<file path="config.mk">
export PLATFORM = sky130hd
export DESIGN_NAME = div_share_seq
export DESIGN_NICKNAME = d
export VERILOG_FILES = /design/src/rtl/div_share_seq.sv
export SDC_FILE = /design/constraint.sdc
export NUM_CORES = 1
export LEC_CHECK = 0
export BUFFER_PORTS_ARGS = -buffer_cell sky130_fd_sc_hd__clkbuf_2
export CAP_MARGIN = 20
export CORE_UTILIZATION = 56
export CTS_BUF_LIST = sky130_fd_sc_hd__clkbuf_4 sky130_fd_sc_hd__clkbuf_8
export DETAILED_ROUTE_END_ITERATION = 12
export MAX_ROUTING_LAYER = met4
export PLACE_DENSITY = 0.81
export SLEW_MARGIN = 30
export SYNTH_ARGS = -nofsm -noshare
export SYNTH_HDL_FRONTEND = slang
export SYNTH_SLANG_ARGS = --single-unit
</file>
<file path="constraint.sdc">
create_clock -name clk -period 2.18 [get_ports clk]
set_input_delay 0.218 -clock clk [delete_from_list [all_inputs] [get_ports clk]]
set_output_delay 0.218 -clock clk [all_outputs]
set_load 0.01 [all_outputs]
</file>
<file path="src/rtl/div_share_seq.sv">
// div_share_seq: iterative non-restoring divider shared by two requesters.
//
// One quotient bit is produced per cycle. A round-robin arbiter picks one requester while
// idle; the FSM then runs DW iterations, corrects a negative remainder once and presents
// the result, tagged with the requester id, until the consumer takes it.
//
// Ports
//   clk, rst                 clock (rising edge), synchronous active-high reset
//   req0_valid/ready/a/b     requester 0 operation handshake and operands
//   req1_valid/ready/a/b     requester 1 operation handshake and operands
//   rsp_valid/ready          result handshake
//   rsp_id                   requester that issued the result
//   rsp_quot, rsp_rem        quotient and remainder (zero while rsp_valid is low)
//   rsp_dbz                  divide-by-zero flag
module div_share_seq #(
  parameter int unsigned DW = 4,
  parameter int unsigned BW = 2
) (
  input  logic          clk,
  input  logic          rst,
  input  logic          req0_valid,
  output logic          req0_ready,
  input  logic [DW-1:0] req0_a,
  input  logic [BW-1:0] req0_b,
  input  logic          req1_valid,
  output logic          req1_ready,
  input  logic [DW-1:0] req1_a,
  input  logic [BW-1:0] req1_b,
  output logic          rsp_valid,
  input  logic          rsp_ready,
  output logic          rsp_id,
  output logic [DW-1:0] rsp_quot,
  output logic [BW-1:0] rsp_rem,
  output logic          rsp_dbz
);

  // Partial remainder needs two guard bits: one for the shift, one for the sign.
  localparam int unsigned PW = BW + 2;
  localparam int unsigned CW = (DW > 1) ? $clog2(DW) : 1;

  typedef enum logic [1:0] {StIdle, StIter, StFix, StResp} state_e;

  state_e        state_q, state_d;
  logic [CW-1:0] cnt_q, cnt_d;
  logic [PW-1:0] p_q, p_d;
  logic [DW-1:0] q_q, q_d;
  logic [PW-1:0] d_q, d_d;
  logic          id_q, id_d;
  logic          dbz_q, dbz_d;
  // Requester that wins a tie: the one not served last.
  logic          prio_q, prio_d;

  logic          grant0, grant1, accept;
  logic [DW-1:0] a_sel;
  logic [BW-1:0] b_sel;
  logic [PW-1:0] p_sh, p_step;

  assign grant0 = req0_valid & (~req1_valid | ~prio_q);
  assign grant1 = req1_valid & (~req0_valid | prio_q);
  assign accept = (state_q == StIdle) & (grant0 | grant1);

  assign req0_ready = (state_q == StIdle) & grant0;
  assign req1_ready = (state_q == StIdle) & grant1;

  assign a_sel = grant1 ? req1_a : req0_a;
  assign b_sel = grant1 ? req1_b : req0_b;

  // {P,Q} shifted left by one, then add or subtract D depending on the pre-shift sign.
  assign p_sh   = {p_q[PW-2:0], q_q[DW-1]};
  assign p_step = p_q[PW-1] ? (p_sh + d_q) : (p_sh - d_q);

  always_comb begin
    state_d = state_q;
    cnt_d   = cnt_q;
    p_d     = p_q;
    q_d     = q_q;
    d_d     = d_q;
    id_d    = id_q;
    dbz_d   = dbz_q;
    prio_d  = prio_q;

    unique case (state_q)
      StIdle: begin
        if (accept) begin
          id_d   = grant1;
          prio_d = ~grant1;
          if (b_sel == '0) begin
            p_d     = {{2{1'b0}}, a_sel[BW-1:0]};
            q_d     = '1;
            d_d     = '0;
            dbz_d   = 1'b1;
            state_d = StResp;
          end else begin
            p_d     = '0;
            q_d     = a_sel;
            d_d     = {{2{1'b0}}, b_sel};
            cnt_d   = CW'(DW - 1);
            dbz_d   = 1'b0;
            state_d = StIter;
          end
        end
      end
      StIter: begin
        p_d = p_step;
        q_d = {q_q[DW-2:0], ~p_step[PW-1]};
        if (cnt_q == '0) begin
          state_d = StFix;
        end else begin
          cnt_d = cnt_q - 1'b1;
        end
      end
      StFix: begin
        if (p_q[PW-1]) begin
          p_d = p_q + d_q;
        end
        state_d = StResp;
      end
      StResp: begin
        if (rsp_ready) begin
          state_d = StIdle;
        end
      end
      default: state_d = StIdle;
    endcase
  end

  always_ff @(posedge clk) begin
    if (rst) begin
      state_q <= StIdle;
      cnt_q   <= '0;
      p_q     <= '0;
      q_q     <= '0;
      d_q     <= '0;
      id_q    <= 1'b0;
      dbz_q   <= 1'b0;
      prio_q  <= 1'b0;
    end else begin
      state_q <= state_d;
      cnt_q   <= cnt_d;
      p_q     <= p_d;
      q_q     <= q_d;
      d_q     <= d_d;
      id_q    <= id_d;
      dbz_q   <= dbz_d;
      prio_q  <= prio_d;
    end
  end

  assign rsp_valid = (state_q == StResp);
  assign rsp_id    = rsp_valid & id_q;
  assign rsp_dbz   = rsp_valid & dbz_q;
  assign rsp_quot  = rsp_valid ? q_q : '0;
  assign rsp_rem   = rsp_valid ? p_q[BW-1:0] : '0;

endmodule

</file>
# Word level (Yosys, flattened, before mapping)
# Index checks and enable logic that the tools add are counted.
dict set report word_totals {
  reg_bits 19
  inputBits 17
  out_inout_bits 11
  wordCells 71
}
dict set report classes {
  n_addsub 4
  eq_ne 9
  n_mux 23
  bitwise_logic 15
  reduce_logical 11
}
# operator count
set op_table {}
lappend op_table {{$mux 4} 7}
lappend op_table {{$mux 2} 11}
lappend op_table {{$pmux 4 s3} 1}
lappend op_table {{$ne 2x2->1 const B} 5}
lappend op_table {{$add 4x4->4} 2}
lappend op_table {{$pmux 2 s4} 1}
lappend op_table {{$pmux 4 s2} 1}
lappend op_table {{$and 1x1->1} 7}
lappend op_table {{$logic_not 2->1} 3}
lappend op_table {{$reduce_and 2->1} 3}
lappend op_table {{$reduce_and 3->1} 2}
lappend op_table {{$not 1->1} 5}
lappend op_table {{$eq 2x2->1 const B} 2}
lappend op_table {{$pmux 2 s2} 1}
lappend op_table {{$reduce_and 4->1} 1}
lappend op_table {{$sub 4x4->4} 1}
lappend op_table {{$or 1x1->1} 3}
lappend op_table {{$reduce_bool 3->1} 1}
lappend op_table {{$eq 2x1->1 const B} 1}
lappend op_table {{$ne 2x1->1 const B} 1}
lappend op_table {{$reduce_bool 2->1} 1}
lappend op_table {{$sub 2x1->2 const B} 1}
lappend op_table {{$mux 1} 1}

# Longest topological paths before layout
# Gate-level depths: netlist (run 1).
dict set report depth {
  ltp_word 8
  mapped_depth 8
  depth_no_buf 8
}

# Worst setup path before layout (run 1)
# OpenSTA, ideal clock, no wires.
dict set report synth_timing {
  kind {reg-to-reg}
  from {register d_q[1]}
  to {register p_q[2]}
  setup_ns 0.070
  arrival_ns 1.811
  t_required_ns 2.110
  path_slack_ns 0.299
  stages_incl_launch_ff 9
  path_buffers 0
  period_less_slack_ns 1.881
  path_cell_list {dfxtp_1 > inv_1 > ha_1 > mux2_2 > fa_1 > xnor2_1 > o22ai_1 > nand3_1 > a21oi_1}
}
dict set report synth_via {
  elab_chain_cells 3
  elab_cells_between_ends 6
  classes_between {add/sub: 3; mux: 3}
}
# item line_no
set synth_rtl {}
lappend synth_rtl {{start, declared} 47} ;# logic [PW-1:0] d_q, d_d;
lappend synth_rtl {{start signal, assigned} 133} ;# d_q <= '0;
lappend synth_rtl {{start signal, assigned} 142} ;# d_q <= d_d;
lappend synth_rtl {{$add 4x4->4, or another cell as far along} 114} ;# p_d = p_q + d_q;
lappend synth_rtl {{$mux 4 (on tied branches)} {113, 70}}
lappend synth_rtl {{$pmux 4 s3 (*)} 82} ;# unique case (state_q)
lappend synth_rtl {{end signal, assigned} 140} ;# p_q <= p_d;
lappend synth_rtl {{end, declared} 45} ;# logic [PW-1:0] p_q, p_d;
# Every way passes the cells marked *; elsewhere a longest branch is shown, timed or not. The select of a mux whose other input is x is not followed.
# A chain may end at the register's enable or synchronous reset.

# Worst setup path in the final report (run 1)
dict set report layout_timing {
  from {register state_q[0]}
  to {register cnt_q[1]}
}
dict set report layout_via {
  elab_chain_cells 4
  elab_cells_between_ends 9
  classes_between {eq/ne: 4; mux: 1; bitwise: 1; reduce/logical: 3}
}
# item line_no
set layout_rtl {}
lappend layout_rtl {{start, declared} 43} ;# state_e state_q, state_d;
lappend layout_rtl {{start signal, assigned} 129} ;# state_q <= StIdle;
lappend layout_rtl {{start signal, assigned} 138} ;# state_q <= state_d;
lappend layout_rtl {{$logic_not 2->1} {60, 82}}
lappend layout_rtl {{$and 1x1->1} 60} ;# assign accept = (state_q == StIdle) & (grant0 | grant1);
lappend layout_rtl {{$ne 2x2->1 (no source line)} n/a}
lappend layout_rtl {{$reduce_and 4->1 (no source line)} n/a}
lappend layout_rtl {{end signal, assigned} 139} ;# cnt_q <= cnt_d;
lappend layout_rtl {{end, declared} 44} ;# logic [CW-1:0] cnt_q, cnt_d;
# Several ways; a longest one is shown, not always the timed one.

==> metrics.md, run 1 <==
| Metric | Value |
|---|---|
| Status | finished clean |
| Share of layout cells above drive strength 1 | 0.215 |
| Final ANT Viol Nets | 0 |
| Setup_tns | 0 ns |
| DRT Wirelength | 3520 µm |
| Die width | between 50 and 60 µm |
| Endpoints failing setup | 0 |
| Slew HR | 0.609 |
| Inserted Clock Buffers | 3 |
| Aggregate global routing overflow | 0 |
| Area growth syn-to-layout | 14.5% |
| First-pass GRT wire length | 5650 µm |
| CTS sink cnt | 17 |
| Worst Path Max Fanout | 7 |
| EDFF count, synth | 0 |
| Post-DR vias/cell | 6.13 |
| Mapped Area | 1360 µm² |
| Post-route DRC | 0 |
| Root Buffer Master | clkbuf_4 |
| P_leak | 0.701 nW |
| Worst-path clk slew | 0.11 ns |
| Core outline area | around 2300 µm² |
| Port-buffer cells | 27 |
| MaxCap Viol Count | 0 |
| #FFs+latches synth | 17 |
| Die area | 2630 µm² |
| Ys async rst share | 0 |
| Antenna cells | 0 |
| Fin cells | 223 |
| Setup CP Type | reg2reg |
| PnR worst setup slack | 0.121 ns |
| RSZ-0062 raised after global routing | false |
| Power per standard cell area | 1270 nW/µm² |
| Ys flop type | dfxtp_1 |
| Yosys warnings | 0 |
| Dpl ws | 0.120 ns |
| Routed via count | around 1400 |
| Wirelength per Cell | 15.8 µm |
| Clock Skew | approximately 0.0087 ns |
| Critical Path RT | around 2.4 ns |
| Longest Clk Path Bufs | 2 |
| WP data arrival | 2.28 ns |
| Number of antenna violations at the first check in global routing | 0 |
| Least-Margin Pin Slew | 0.572 ns |
| Mapped Cells | approximately 170 |
| Hold Slack | ~0.18 ns |
| Vias in the first global route | 1203 |
| Initial Util | 0.603 |
| Vert. Die Dim | 51.3 µm |
| Core Util, Final | 0.690 |
| Syn_nets | 200 |
| Htree depth | 1 |
| Total power | 1.98 mW |
| Crit. End Element | register |
| Final instance area | ~1600 µm² |
| DR iter-0 viols | 40 |
| Pin count of the biggest net entering global routing | 22 |
| Pre-Repair DR Iteration Count | 4 |
| FP Rows | 17 |
| Hold_buf cts | 0 |
| Fin. max-slew vios | 0 |
| Worst skew pair latency | 0.31 ns |
| Post-DP Area | 1520 µm² |
| CTS tree | built |
| Final Cycle Share | 0.944 |
| Syn_area_per_cell | 8.04 µm² |
| Distinct cells, synth | 43 |
| Hold crit path type | in2reg |
| CP Launch Type | register |
| VDD IR max | 1060 µV |
| HPWL after DPL | 2550 µm |
| Fmax | 486 MHz |
| Hold Fails Final Rpt | 0 |
| Final Net Count | 227 |
| Cells after DPL | 219 |
| Seq/Total Area, Yosys | 0.250 |
| RD Place Congestion | around 0.89 |
| Crit path time final | 2.06 ns |
| GRT Overall Usage | 0.303 |
| I/O Pins | 28 |
-- state kept, by name, summed over array words and instances, names as in the netlist --
signal,count
id_q,1
p_q,4
state_q,2
cnt_q,2
prio_q,1
d_q,2
q_q,4
dbz_q,1
-- Yosys cell counts, drive strengths merged, types with 7 or more instances --
cell type   n  share of area
nor2       19          0.052
ha         12           0.11
a211oi      7          0.039
dfxtp      17           0.25
a21oi       7          0.026
a311oi      8          0.052
nand3       7          0.026
and2        8          0.037
inv        13          0.036
clkbuf      7          0.019
nand2      14          0.039
-- layout by cell type (no fill, tap or decap), types with 3 or more instances in the layout --
master	synthesis	routed
a21o_1	3	3
a211oi_1	7	7
a211o_1	3	3
clkbuf_2	0	27
a311o_1	3	3
clkbuf_4	0	4
and4_1	3	3
buf_4	0	4
dfxtp_1	17	15
nand3_1	7	7
nor3_1	3	3
ha_1	12	12
nand2_1	14	14
inv_1	13	13
and2_1	8	8
a21oi_1	7	7
a311oi_1	8	8
nor2_1	19	19
-- final timing paths --
| kind | cells past startpoint | endpoint | start | slack [ns] |
|---|---|---|---|---|
| max | 6 | cnt_q[1] | state_q[0] | 0.12 |
| min reg2reg | 2 | q_q[3] | q_q[2] | 0.51 |
| min | 3 | d_q[0] | req0_b[0] | 0.18 |
| max reg2reg | 6 | cnt_q[1] | state_q[0] | 0.12 |
-- what timing repair did --
item	4_1_cts	5_1_grt
endpoints found under the setup margin	0	2
buffers inserted	0	0
resized for setup	0	2
endpoints found under the hold margin	0	0
-- report_power, final --
group	internal (mW)	leakage, nW	switching [mW]
clock network	0.0840	0.0184	0.115
registers	0.437	0.141	0.108
logic	0.531	0.542	0.706
-- per-layer routing --
metal  global-route usage  part of all wire  up-vias  wire length, µm
li1                     -                 -      681                -
met1                0.390              0.44      649             1570
met2                0.480              0.50       33             1780
met3               0.0357             0.037        5              131
met4                0.126             0.014        0               51
met5                    -                 0        -                0
-- critical path, cell delays in order, from the launching register on --
cell and delay (ns):
dfxtp_1 0.37, inv_1 0.10, ha_1 0.28, nor3b_2 0.22, a21o_1 0.19, or4b_4 0.54
a221oi_1 0.26
-- cells by family (layout without fill, tap and decap cells) --
logic type      count (synthesis)  in the layout  share of synthesized area
xor+xnor                        2              2                     0.0129
buf+inv                        22             48                     0.0626
flops                          17             17                      0.250
compound gates                 45             45                      0.259
fa+ha+maj                      14             14                      0.140
simple gates                   68             68                      0.267
mux                             1              1                    0.00829
-- final cells by class --
class                      instances  area, µm²
fill                             202        699
clock buffer                       4       30.0
tap                               28       35.0
sequential                        17        343
multi-input combinational        130        933
timing repair buffer              31        165
inverter                          13       48.8
Power figures use the tool's default switching activity.
==> run 2: changes to the inputs <==
--- a/config.mk
+++ b/config.mk
@@ -7,11 +7,11 @@
 export LEC_CHECK = 0
 export BUFFER_PORTS_ARGS = -buffer_cell sky130_fd_sc_hd__clkbuf_2
 export CAP_MARGIN = 20
-export CORE_UTILIZATION = 56
+export CORE_UTILIZATION = 54
 export CTS_BUF_LIST = sky130_fd_sc_hd__clkbuf_4 sky130_fd_sc_hd__clkbuf_8
 export DETAILED_ROUTE_END_ITERATION = 12
 export MAX_ROUTING_LAYER = met4
-export PLACE_DENSITY = 0.81
+export PLACE_DENSITY = 0.79
 export SLEW_MARGIN = 30
 export SYNTH_ARGS = -nofsm -noshare
 export SYNTH_HDL_FRONTEND = slang
==> run 2 against run 1 <==
  * Clock skew shrank 0.0059 ns
  * Worst setup slack better by 0.029 ns
  * Largest power group unchanged
  * Flip-flop and latch count unchanged
  * Critical path type unchanged
  * Non-clock buffer count unchanged
  * Total power fell by 0.17%
  * Combinational power is essentially flat
==> metrics.md, run 2 (same netlist as run 1, synthesis figures left out) <==
| Metric | Value |
|---|---|
| Status | finished clean |
| Least-Margin Pin Slew | slightly above 0.7 ns |
| WP data arrival | 2.26 ns |
| Core outline area | 2300 µm² |
| DR iter-0 viols | 47 |
| Final ANT Viol Nets | 0 |
| I/O Pins | 28 |
| HPWL after DPL | 2510 µm |
| Critical Path RT | about 2.4 ns |
| Final Net Count | 227 |
| Hold_buf cts | 0 |
| First-pass GRT wire length | 5520 µm |
| Wirelength per Cell | 15.3 µm |
| CP Launch Type | register |
| Clock power share | 0.100 |
| Root Buffer Master | clkbuf_4 |
| Die width | about 52 µm |
| Most common cell after layout, fill and taps aside | clkbuf_2 |
| Post-DR vias/cell | roughly 6.2 |
| Worst skew pair latency | 0.30 ns |
| Switching share of total power | 0.470 |
| Worst Path Max Fanout | 4 |
| CTS tree | built |
| VDD IR max | around 940 µV |
| Post-DP Area | ~1500 µm² |
| Worst reg2reg setup slack | 0.15 ns |
| Inserted Clock Buffers | 3 |
| Hold crit path type | in2reg |
| RD Place Congestion | just over 0.8 |
| Crit path time final | 2.03 ns |
| Area growth syn-to-layout | 15.0% |
| FF-to-FF End | p_q[2] |
| Port-buffer cells | 27 |
| Worst-path clk slew | 0.11 ns |
| CTS sink cnt | 17 |
| Power per standard cell area | ~1300 nW/µm² |
| FP Rows | 17 |
| Regs by FF count | p_q: 4 flops, q_q: 4 flops |
| Antenna cells | 0 |
| Most frequent cells in the layout | 27 x clkbuf_2, 19 x nor2_1, 17 x dfxtp_1 |
| Logic pwr share | 0.632 |
| GRT Overall Usage | 0.279 |
| DRT Wirelength | between 3000 and 4000 µm |
| Routed via count | 1374 |
| Initial Util | 0.592 |
| Fin. max-slew vios | 0 |
| # fillers | approximately 210 |
| RSZ-0062 raised after global routing | false |
| Hold endpoint | d_q[0] |
| Fmax | 493 MHz |
| Share of layout cells above drive strength 1 | 0.210 |
| Aggregate global routing overflow | 0 |
| Hold Fails Final Rpt | 0 |
| Internal power | 1.05 mW |
| Pre-Repair DR Iteration Count | 4 |
| Final instance area | 1560 µm² |
| Htree depth | 1 |
| Endpoints failing setup | 0 |
| Longest Clk Path Bufs | 2 |
| Pin count of the biggest net entering global routing | 22 |
| Post-route DRC | 0 |
| Hold path cells | 3 |
| Switch Pwr | 0.930 mW |
| Vias in the first global route | 1219 |
| Reg2reg start | d_q[1] |
| Setup CP Type | reg2reg |
| Crit. End Element | register |
| Setup_tns | 0 ns |
| Seq pwr share | 0.268 |
| Number of antenna violations at the first check in global routing | 0 |
| Clock Skew | ~0.0028 ns |
| Hold_sp | req1_b[0] |
| R2R depth | 8 |
| P_leak | 0.702 nW |
| MaxCap Viol Count | 0 |
| Die area | 2720 µm² |
| Vert. Die Dim | 52.2 µm |
| Final Cycle Share | 0.931 |
| Slew HR | 0.516 |
run 2: cell count changes in the layout (fill, tap and decap cells not counted):
cell       delta
nor3b_2       -1
a2111oi_1     +1
a2111oi_0     -1
dfxtp_1       +2
nor3b_4       +1
ha_1          -1
dfxtp_2       -2
ha_2          +1
run 2: critical path, cell delays in order, from the launching register on:
cell	delay (ns)
dfxtp_1	0.39
inv_1	0.09
ha_1	0.27
mux2_2	0.29
fa_1	0.41
xnor2_1	0.14
o22ai_1	0.13
nand3_1	0.09
a21oi_1	0.15
run 2: worst max path at each step:
stage | start | end | slack (ns) | depth (start not counted)
after floorplan | d_q[1] | p_q[2] | 0.30 | 8
after global placement | state_q[0] | cnt_q[0] | 0.22 | 6
after detailed placement | state_q[0] | cnt_q[0] | 0.17 | 6
after CTS | state_q[0] | cnt_q[0] | 0.15 | 6
after global routing | state_q[0] | cnt_q[1] | 0.05 | 6
final | d_q[1] | p_q[2] | 0.15 | 8
run 2: final cells by class:
class	count	area (µm²)	area share
repair buffers	31	165	0.106
inverters	13	48.8	0.0312
clock buffers	4	30.0	0.0192
flip-flops and latches	17	340	0.218
well taps	28	35.0	0.0224
multi-input cells	130	943	0.604
run 2: per-layer routing:
metal  part of all wire  track usage
met5                  0            -
met4             0.0035       0.0526
met3              0.060       0.0351
met2               0.48        0.476
met1               0.46        0.355
run 2: what timing repair did:
action,in CTS,in global routing
endpoints found under the hold margin,0,0
resized for setup,0,3
buffers inserted,0,0
endpoints found under the setup margin,0,2
run 2: through the flow:
stage / power (mW) / hold WS (ns) / cells / setup slack [ns] / utilization
2_1_floorplan: 1.42 / 0.380 / 169 / 0.299 / -
3_3_place_gp: 1.69 / 0.469 / 219 / 0.217 / 0.663
3_5_place_dp: 1.74 / 0.481 / 219 / 0.172 / 0.663
4_1_cts: 1.94 / 0.194 / 223 / 0.149 / 0.676
5_1_grt: 2.14 / 0.186 / 223 / 0.0459 / 0.680
6_report: 1.98 / 0.188 / 223 / 0.151 / 0.680
run 2: power groups by stage:
stage	logic, mW	registers [mW]	clock network (mW)
5_1_grt	1.38	0.546	0.208
6_report	1.25	0.530	0.198
3_5_place_dp	1.21	0.536	0
2_1_floorplan	0.907	0.509	0
3_3_place_gp	1.16	0.531	0
4_1_cts	1.22	0.528	0.192
